[src/rtl/spike_fibre_builder_if.sv]
// Stream-side signals of spike_fibre_builder: spike beats in, fibre writes out,
// and the packed-row handshake (bitmask + nnz) towards the next layer.
interface spike_fibre_builder_if #(
  parameter int TIMESTEPS   = 16,
  parameter int NUM_NEURONS = 128,
  parameter int ADDR_WIDTH  = 8
);
  logic [TIMESTEPS-1:0]         spike_in;
  logic                         spike_valid;
  logic                         spike_ready;
  logic                         flush;
  logic                         fibre_wr_en;
  logic [ADDR_WIDTH-1:0]        fibre_wr_addr;
  logic [TIMESTEPS-1:0]         fibre_wr_data;
  logic [NUM_NEURONS-1:0]       bitmask_out;
  logic [$clog2(NUM_NEURONS):0] nnz_out;
  logic                         out_valid;
  logic                         out_ready;

  modport master (
    output spike_in, spike_valid, flush, out_ready,
    input  spike_ready, fibre_wr_en, fibre_wr_addr, fibre_wr_data,
           bitmask_out, nnz_out, out_valid
  );

  modport slave (
    input  spike_in, spike_valid, flush, out_ready,
    output spike_ready, fibre_wr_en, fibre_wr_addr, fibre_wr_data,
           bitmask_out, nnz_out, out_valid
  );
endinterface

[src/rtl/spike_fibre_builder.sv]
// Repacks one row of per-neuron spike words into an occupancy bitmask plus a
// dense fibre of the nonzero words, written at compacted addresses.
module spike_fibre_builder #(
  parameter int TIMESTEPS   = 16,
  parameter int NUM_NEURONS = 128,
  parameter int ADDR_WIDTH  = 8
) (
  input  logic                 clk,
  input  logic                 rst_n,
  spike_fibre_builder_if.slave bus
);
  localparam int IDX_W = $clog2(NUM_NEURONS);
  localparam int CNT_W = IDX_W + 1;

  typedef enum logic {COLLECT, EMIT} state_t;

  state_t                 state;
  logic [IDX_W-1:0]       neuron_idx;
  logic [CNT_W-1:0]       nnz_cnt;
  logic [NUM_NEURONS-1:0] bitmask;
  logic                   wr_en;
  logic [ADDR_WIDTH-1:0]  wr_addr;
  logic [TIMESTEPS-1:0]   wr_data;

  logic accept;
  logic last_beat;
  logic nonzero;

  assign accept    = bus.spike_valid && (state == COLLECT);
  assign last_beat = (neuron_idx == IDX_W'(NUM_NEURONS - 1));
  assign nonzero   = |bus.spike_in;

  always_ff @(posedge clk or negedge rst_n) begin
    if (!rst_n) begin
      // NOTE: the bitmask is a plain register (not a RAM), so it is cleared by reset like the rest of the state.
      state      <= COLLECT;
      neuron_idx <= '0;
      nnz_cnt    <= '0;
      bitmask    <= '0;
      wr_en      <= 1'b0;
      wr_addr    <= '0;
      wr_data    <= '0;
    end else begin
      // NOTE: non-blocking default makes wr_en a one-cycle strobe; later assignments in this block override it.
      wr_en <= 1'b0;
      case (state)
        COLLECT: begin
          if (accept) begin
            if (!last_beat) neuron_idx <= neuron_idx + IDX_W'(1);
            if (nonzero) begin
              bitmask[neuron_idx] <= 1'b1;
              nnz_cnt             <= nnz_cnt + CNT_W'(1);
              wr_en               <= 1'b1;
              wr_addr             <= ADDR_WIDTH'(nnz_cnt);
              wr_data             <= bus.spike_in;
            end
          end
          // A flush coinciding with a beat still commits that beat above.
          if ((accept && last_beat) || bus.flush) state <= EMIT;
        end
        EMIT: begin
          if (bus.out_ready) begin
            state      <= COLLECT;
            neuron_idx <= '0;
            nnz_cnt    <= '0;
            bitmask    <= '0;
          end
        end
        default: state <= COLLECT;
      endcase
    end
  end

  assign bus.spike_ready   = (state == COLLECT);
  assign bus.out_valid     = (state == EMIT);
  assign bus.bitmask_out   = bitmask;
  assign bus.nnz_out       = nnz_cnt;
  assign bus.fibre_wr_en   = wr_en;
  assign bus.fibre_wr_addr = wr_addr;
  assign bus.fibre_wr_data = wr_data;
endmodule

[src/flat_wrapper.sv]
// flat-port wrapper written by rule: the top's interface ports become plain ports
module spike_fibre_builder_flat 
#(
  parameter int TIMESTEPS   = 16,
  parameter int NUM_NEURONS = 128,
  parameter int ADDR_WIDTH  = 8
)
  (clk, rst_n, bus_spike_in, bus_spike_valid, bus_flush, bus_out_ready, bus_spike_ready, bus_fibre_wr_en, bus_fibre_wr_addr, bus_fibre_wr_data, bus_bitmask_out, bus_nnz_out, bus_out_valid);
  spike_fibre_builder_if #(.TIMESTEPS(TIMESTEPS), .NUM_NEURONS(NUM_NEURONS), .ADDR_WIDTH(ADDR_WIDTH)) bus_i ();
  input  logic clk;
  input  logic rst_n;
  input wire logic [$bits(bus_i.spike_in)-1:0] bus_spike_in;
  input wire logic [$bits(bus_i.spike_valid)-1:0] bus_spike_valid;
  input wire logic [$bits(bus_i.flush)-1:0] bus_flush;
  input wire logic [$bits(bus_i.out_ready)-1:0] bus_out_ready;
  output wire logic [$bits(bus_i.spike_ready)-1:0] bus_spike_ready;
  output wire logic [$bits(bus_i.fibre_wr_en)-1:0] bus_fibre_wr_en;
  output wire logic [$bits(bus_i.fibre_wr_addr)-1:0] bus_fibre_wr_addr;
  output wire logic [$bits(bus_i.fibre_wr_data)-1:0] bus_fibre_wr_data;
  output wire logic [$bits(bus_i.bitmask_out)-1:0] bus_bitmask_out;
  output wire logic [$bits(bus_i.nnz_out)-1:0] bus_nnz_out;
  output wire logic [$bits(bus_i.out_valid)-1:0] bus_out_valid;
  assign bus_i.spike_in = bus_spike_in;
  assign bus_i.spike_valid = bus_spike_valid;
  assign bus_i.flush = bus_flush;
  assign bus_i.out_ready = bus_out_ready;
  assign bus_spike_ready = bus_i.spike_ready;
  assign bus_fibre_wr_en = bus_i.fibre_wr_en;
  assign bus_fibre_wr_addr = bus_i.fibre_wr_addr;
  assign bus_fibre_wr_data = bus_i.fibre_wr_data;
  assign bus_bitmask_out = bus_i.bitmask_out;
  assign bus_nnz_out = bus_i.nnz_out;
  assign bus_out_valid = bus_i.out_valid;
  spike_fibre_builder #(.TIMESTEPS(TIMESTEPS), .NUM_NEURONS(NUM_NEURONS), .ADDR_WIDTH(ADDR_WIDTH)) u_core (.clk(clk), .rst_n(rst_n), .bus(bus_i));
endmodule
[config.mk]
export PLATFORM = sky130hd
export DESIGN_NAME = spike_fibre_builder_flat
export DESIGN_NICKNAME = d
export VERILOG_FILES = /design/src/rtl/spike_fibre_builder_if.sv /design/src/rtl/spike_fibre_builder.sv /design/src/flat_wrapper.sv
export SDC_FILE = /design/constraint.sdc
export NUM_CORES = 1
export LEC_CHECK = 0
export BUFFER_PORTS_ARGS = -buffer_cell sky130_fd_sc_hd__buf_2
export CORE_UTILIZATION = 48
export CTS_CLUSTER_DIAMETER = 150
export DETAILED_ROUTE_END_ITERATION = 12
export GPL_ROUTABILITY_DRIVEN = 0
export PLACE_DENSITY_LB_ADDON = 0.08
export SLEW_MARGIN = 20
export SYNTH_ARGS = -nofsm -noshare
export SYNTH_HDL_FRONTEND = slang
export SYNTH_SLANG_ARGS = --single-unit
[constraint.sdc]
create_clock -name clk -period 1.4 [get_ports clk]
set_input_delay 0.21 -clock clk [delete_from_list [all_inputs] [get_ports clk]]
set_output_delay 0.21 -clock clk [all_outputs]
set_load 0.005 [all_outputs]
==> results of run 1 <==
power groups by stage:
stage / clock network, W / registers (W) / logic [W]
3_3_place_gp: 0 / 0.00538 / 0.00161
3_5_place_dp: 0 / 0.00539 / 0.00165
2_1_floorplan: 0 / 0.00538 / 0.000793
4_1_cts: 0.00457 / 0.00531 / 0.00209
6_report: 0.00455 / 0.00536 / 0.00307
5_1_grt: 0.00477 / 0.00538 / 0.00320
placed cells by master, fill, tap and decap left out, types with 5 or more instances in the layout:
cell type      count
buf_6             39
dlygate4sd3_1      9
buf_2            181
nand4_1            8
nand2_4           10
buf_4             42
nor2_1           128
clkbuf_16         30
nor2_2             7
dfrtp_1          164
buf_12            21
nand2_1           55
a31oi_2           15
a31oi_1           82
nand3_2            5
nand3_1            6
nand2_2           21
and4bb_2           5
nor2b_4           18
dfrtp_2            5
a31oi_4           32
and2_4            12
cell families after synthesis:
logic type,synth area share (%)
muxes,0.572
adders and majority gates,0.357
AOI/OAI and AO/OA,13.2
buffers and inverters,4.25
and+or+nand+nor,21.0
xor gates and xnor gates,0.250
DFF,60.4
worst max-delay path by stage:
stage | cells after the start | startpoint | to | slack (ns)
CTS | 6 | u_core.bus.out_valid$_DFF_PN0_ | u_core.bus.bitmask_out[75]$_DFFE_PN0P_ | -0.12
finish | 7 | u_core.bus.out_valid$_DFF_PN0_ | u_core.bus.bitmask_out[53]$_DFFE_PN0P_ | -0.15
global placement | 6 | bus_spike_in[9] | u_core.bus.bitmask_out[28]$_DFFE_PN0P_ | -0.24
global route | 6 | u_core.neuron_idx[3]$_DFFE_PN0P_ | u_core.neuron_idx[1]$_DFFE_PN0P_ | -0.22
detailed placement | 6 | bus_spike_in[9] | u_core.bus.bitmask_out[126]$_DFFE_PN0P_ | -0.33
floorplan | 7 | u_core.bus.out_valid$_DFF_PN0_ | u_core.bus.bitmask_out[101]$_DFFE_PN0P_ | -0.04
cells in the mapped netlist (3+ instances only):
| library cell | number | area, um2 |
|---|---|---|
| dfrtp_1 | 169 | 4230 |
| nor2_1 | 137 | 514 |
| a31oi_1 | 129 | 807 |
| nand2_1 | 86 | 323 |
| buf_2 | 29 | 145 |
| clkbuf_1 | 22 | 82.6 |
| nor2b_1 | 17 | 106 |
| and2_1 | 16 | 100 |
| nand3_1 | 11 | 55.1 |
| nand4_1 | 8 | 50.1 |
| and4bb_2 | 6 | 75.1 |
| nor4_2 | 5 | 62.6 |
| o21ai_0 | 5 | 25.0 |
| and4b_1 | 4 | 40.0 |
| mux2i_1 | 4 | 40.0 |
| nor4b_2 | 4 | 60.1 |
| inv_1 | 3 | 11.3 |
| o211ai_1 | 3 | 22.5 |
registers in the layout (all words and copies together), names as in the netlist:
signal / cells
u_core.bus.bitmask_out: 128
u_core.bus.fibre_wr_data: 16
u_core.bus.fibre_wr_addr: 8
u_core.bus.nnz_out: 8
u_core.neuron_idx: 7
u_core.bus.fibre_wr_en: 1
u_core.bus.out_valid: 1
metrics by stage:
stage | setup WS [ns] | TNS [ns] | cells | cell area [um2]
5_1_grt | -0.224 | -20.03 | 1154 | 11200
6_report | -0.145 | -10.40 | 1154 | 11200
3_5_place_dp | -0.335 | -34.03 | 1054 | 8480
4_1_cts | -0.117 | -5.46 | 1112 | 9620
2_1_floorplan | -0.0430 | -2.62 | 689 | 7010
3_3_place_gp | -0.242 | -26.23 | 1054 | 8480
what timing repair did:
item / 4_1_cts / 5_1_grt
endpoints found under the hold margin: 42 / 0
hold buffers: 9 / 0
cloned: 8 / 18
gates resized for setup: 70 / 185
buffers inserted: 11 / 28
pin swaps: 15 / 87
setup endpoints to repair: 113 / 167
routing by layer:
layer  up-vias  track usage [%]  share of wire (%)
met5         -                0                  0
met2       373             47.3                 50
met4         0             8.92                3.5
met3        71             6.78                7.6
met1      3569             38.5                 39
li1       2986                -                  -
final cells by class:
type | instances | area share [%]
clock buffers | 22 | 4.05
clock inverters | 8 | 0.882
inverters | 5 | 0.257
multi-input cells | 458 | 31.3
flip-flops and latches | 169 | 37.8
well taps | 180 | 2.01
repair buffers | 312 | 23.7
worst reg2reg max path: cells and delay by family, from the launching register on:
family | cells | cell delay [ns]
AOI/OAI and AO/OA | 2 | 0.34
buffers and inverters | 3 | 0.47
DFF | 1 | 0.38
and+or+nand+nor | 2 | 0.29
==> flow_summary_export.csv, run 1 <==
group,metric,value,unit
run_status,outcome,"complete, but fails checks",
run_status,violations,"negative setup slack",
floorplan,start_util,49.9,%
pwr,ir_drop,0.000926,V
worst_setup_path,r2r_cells,7,
cts,insertion_delay,0.43,ns
cts,clock_sinks,169,
logic_synthesis,ys.flop_type,"dfrtp_1",
detailed_routing,wire_per_inst,22.2,um
logic_synthesis,ys_seq_area_share,60.4,%
hold_path,min-delay-start,"bus_spike_in[7]",
pwr,p_switching,0.00393,W
cells_and_area,insertedDiodeCount,0,
grt,grt_start_max_net_pins,75,
pwr,p_sw_share,30.3,%
worst_setup_path,worstPathCellList,"nand2b_4, a41o_1, clkinv_4, buf_6, clkbuf_16, a31oi_2, nor2_1",
detailed_routing,drt-initial-drc-count,597,
cells_and_area,drive_gt1_share,50.0,%
timing,rsz0062_at_grt,"true",
timing,final_hold_viol_count,0,
cells_and_area,multi_input_comb_area,0.00351,mm2
worst_setup_path,reg2reg_slack,-0.15,ns
pwr,p_clk_share,35.1,%
floorplan,dieArea,0.0151,mm2
logic_synthesis,async_flop_share,100,%
worst_setup_path,rr_startpoint,"u_core.bus.out_valid$_DFF_PN0_",
detailed_routing,ant_nets,0,
cts,clk_pin_slew,0.06,ns
logic_synthesis,yosys_warnings,0,
hold_path,worstHoldPathCells,3,
cts,htreeDepth,4,
cts,clockBufferDepth,2,
worst_setup_path,r2r_end,"u_core.bus.bitmask_out[53]$_DFFE_PN0P_",
hold_path,holdCritPathClass,"primary input to flop",
grt,grt_use_total,29.0,%
logic_synthesis,synth_fp_nets,712,
detailed_routing,drc,0,
timing,period_minus_slack,1.55,ns
cells_and_area,nets,986,
pwr,pwr-share-seq,41.3,%
worst_setup_path,cp_top_family,"buffers and inverters",
floorplan,io_pins,184,
worst_setup_path,crit_type,"flop to flop",
worst_setup_path,cp_max_fo,8,
worst_setup_path,critPathSlowestCell,"dfrtp_1",
cts,cts_tree,"built",
timing,tightestPinTransition,0.443,ns
floorplan,die_h,123,um
worst_setup_path,critPathRequiredTime,1.75,ns
cells_and_area,area_growth,59.9,%
timing,fmax,647,MHz
timing,holdWs,0.0246,ns
logic_synthesis,netlist_area,0.00701,mm2
cells_and_area,fill_cells,815,
timing,fin_ws,-0.145,ns
cells_and_area,regArea,0.00424,mm2
worst_setup_path,end_kind,"flop",
detailed_routing,viasPerCell,6.06,
logic_synthesis,synth.distinct_cells,41,
pwr,powerDensity,1160,mW/mm2
timing,clock_skew,0.00840,ns
worst_setup_path,worst-path-buf-inv,3,
hold_path,min_to,"u_core.bus.fibre_wr_data[7]$_DFFE_PN0P_",
pwr,p_int,0.00904,W
worst_setup_path,cp_data_arrival_time,1.90,ns
detailed_routing,drt_wl_total,25700,um
place,dpl.hpwl,13000,um
logic_synthesis,netlist_instances,689,
grt,antenna_found_initial,0,
worst_setup_path,worst_setup_path_start_kind,"flop",
timing,slew_violations,0,
floorplan,core,0.0140,mm2
grt,overflow,0,
detailed_routing,vias,6999,
logic_synthesis,postSynthAreaPerCell,10.2,um2
cts,clockRootBuffer,"clkbuf_16",
pwr,power,0.0130,W
timing,setup_viol,153,
cells_and_area,postLayoutCoreUtil,79.8,%
pwr,leakage,5.69,nW
logic_synthesis,synth_seq_cells,169,
place,port_buffers,183,
grt,grt_pass1_vias,6311,
floorplan,fp.dieW,123,um
detailed_routing,dr.pass1.iters,5,
worst_setup_path,critical-path-max-stage-delay,0.38,ns
floorplan,rows,43,
grt,grt_pass1_wl,33200,um
timing,slew_headroom,70.4,%
cts,numCtsBuffers,17,
timing,fin_crit_sh,110,%
logic_synthesis,synth_edf_count,0,
pwr,power_frac_comb,23.6,%
job,maxCapViolCount,0,
No activity file was read; power rests on OpenSTA's default activity.
==> inputs of run 2 (changes only) <==
- CORE_UTILIZATION: 48 -> 23
==> flow_summary_export.csv, run 2 (same netlist as run 1, synthesis figures left out) <==
group,metric,value,unit
worst_setup_path,crit_type,"flop to flop",
worst_setup_path,end_kind,"flop",
worst_setup_path,critical-path-max-stage-delay,0.40,ns
run_status,outcome,"complete, but fails checks",
cells_and_area,postLayoutCoreUtil,39.1,%
grt,grt_use_met3,3.47,%
worst_setup_path,cp_common_cell,"buf_6",
pwr,ir_drop,0.000993,V
timing,slew_violations,0,
timing,rsz0062_at_grt,"true",
detailed_routing,vias,6389,
cells_and_area,nets,1006,
timing,slew_headroom,73.4,%
detailed_routing,drt-initial-drc-count,258,
worst_setup_path,worstSetupStartpoint,"u_core.bus.out_valid$_DFF_PN0_",
job,maxCapViolCount,0,
cells_and_area,final_cell_mix,"buf_2, dfrtp_1, nor2_1",
timing,fmax,642,MHz
grt,antenna_found_initial,0,
run_status,violations,"negative setup slack",
cells_and_area,drive_gt1_share,52.0,%
floorplan,dieArea,0.0312,mm2
timing,final_hold_viol_count,0,
detailed_routing,wire_per_inst,19.9,um
grt,grt_pass1_vias,6480,
place,dpl.hpwl,16100,um
grt,grt_use_total,17.5,%
timing,fin_ws,-0.159,ns
cts,cts_tree,"built",
timing,tightestPinTransition,0.399,ns
worst_setup_path,cp_data_arrival_time,1.92,ns
worst_setup_path,critPathSlowestCell,"dfrtp_1",
cells_and_area,area_growth,66.2,%
detailed_routing,viasPerCell,4.61,
worst_setup_path,r2r_cells,7,
floorplan,core,0.0298,mm2
floorplan,rows,63,
timing,period_minus_slack,1.56,ns
timing,setup_viol,154,
grt,grt_pass1_wl,40800,um
timing,fin_crit_sh,111,%
detailed_routing,drt_wl_total,27600,um
grt,grtUsageMet2,27.8,%
cts,clockRootBuffer,"clkbuf_16",
place,port_buffers,183,
timing,clock_skew,0.0166,ns
worst_setup_path,cp_top_family,"simple AND/OR/NAND/NOR gates",
cts,clockBufferDepth,2,
worst_setup_path,worst-path-buf-inv,3,
cells_and_area,insertedDiodeCount,0,
pwr,power,0.0133,W
cts,clk_pin_slew,0.08,ns
grt,overflow,0,
pwr,powerDensity,1140,mW/mm2
hold_path,worstHoldPathCells,3,
floorplan,die_h,177,um
worst_setup_path,worst_setup_path_start_kind,"flop",
hold_path,min-delay-start,"bus_flush",
floorplan,start_util,23.5,%
grt,grt_start_max_net_pins,47,
cells_and_area,largest_reg_flops,128,
hold_path,holdCritPathClass,"primary input to flop",
grt,grt.busiest_layer,"met2",
cts,htreeDepth,4,
worst_setup_path,cp_max_fo,7,
cells_and_area,layout_commonest_cell,"buf_2",
floorplan,fp.dieW,177,um
floorplan,io_pins,184,
worst_setup_path,cp.depth,7,
worst_setup_path,critPathRequiredTime,1.76,ns
detailed_routing,drc,0,
detailed_routing,ant_nets,0,
cts,numCtsBuffers,17,
cts,clock_sinks,169,
detailed_routing,dr.pass1.iters,4,
pwr,leakage,5.86,nW
worst_setup_path,worstPathCellList,"nand2b_4, buf_6, nor3b_4, buf_6, clkbuf_16, a31oi_1, nor2_1",
worst_setup_path,rr_startpoint,"u_core.bus.out_valid$_DFF_PN0_",
cts,insertion_delay,0.44,ns
grt,use_met1,24.4,%
## run 2: cell types whose count changed in the layout (fill, tap and decap cells not counted), moves of 4 or more
cell | before | now
a31oi_4 | 32 | 23
a31oi_2 | 15 | 5
a31oi_1 | 82 | 101
nand2_4 | 10 | 20
clkbuf_16 | 30 | 24
buf_6 | 39 | 28
buf_4 | 42 | 64
nand2_1 | 55 | 33
inv_6 | 0 | 4
buf_12 | 21 | 31
nand2_2 | 21 | 33
## run 2: routing by layer
| layer | up-vias | part of all wire, % | wire (um) |
|---|---|---|---|
| met5 | - | 0 | 0 |
| met4 | 0 | 1.4 | 383 |
| met3 | 22 | 4.2 | 1150 |
| met2 | 133 | 47 | 12900 |
| met1 | 3193 | 48 | 13100 |
| li1 | 3041 | - | - |
## run 2: worst paths after layout
kind,to,slack (ns)
worst max-delay path,u_core.bus.bitmask_out[12]$_DFFE_PN0P_,-0.16
worst min-delay path,u_core.bus.out_valid$_DFF_PN0_,0.07
worst max register to register,u_core.bus.bitmask_out[12]$_DFFE_PN0P_,-0.16
worst min register to register,u_core.bus.fibre_wr_addr[1]$_DFFE_PN0P_,0.47
max in group asynchronous,u_core.bus.fibre_wr_data[14]$_DFFE_PN0P_,0.62
min in group asynchronous,u_core.bus.bitmask_out[56]$_DFFE_PN0P_,0.19
## run 2: metrics by stage
step	area [um2]	TNS, ns	worst slack, ns	std cells	hold slack [ns]
after floorplan	7010	-2.62	-0.0430	689	-0.0856
after global placement	9120	-37.59	-0.337	1297	0.0880
after detailed placement	9120	-38.00	-0.340	1297	0.0865
after CTS	10800	-10.54	-0.129	1373	0.0530
after global routing	11600	-22.24	-0.239	1385	0.0769
final	11600	-12.30	-0.159	1385	0.0670
## run 2: power by group
part,internal (W),switching (W)
Sequential,0.00511,0.000207
Clock,0.00264,0.00223
Combinational,0.00136,0.00177
Total,0.00911,0.00421
## run 2: timing repair
item                                   in CTS  in global routing
pin swaps                                  36                 76
cloned                                     16                  7
gates resized for setup                   115                167
hold buffers                                9                  0
buffers inserted                           21                 17
setup endpoints to repair                 134                169
endpoints found under the hold margin     177                  0
## run 2: tightest hold or removal path: cells and delay by family
| kind | cells | cell delay [ns] |
|---|---|---|
| AOI/OAI and AO/OA | 1 | 0.10 |
| and+or+nand+nor | 1 | 0.04 |
| buffers and inverters | 1 | 0.11 |
## run 2: cell type report
cell class                 count  area [um2]
clock buffer                  18         429
clock inverter                13         146
fill                        2977       18100
inverter                       5        33.8
multi-input combinational    457        3430
sequential                   169        4240
tap                          390         488
timing repair buffer         332        2860
timing repair inverter         1        16.3
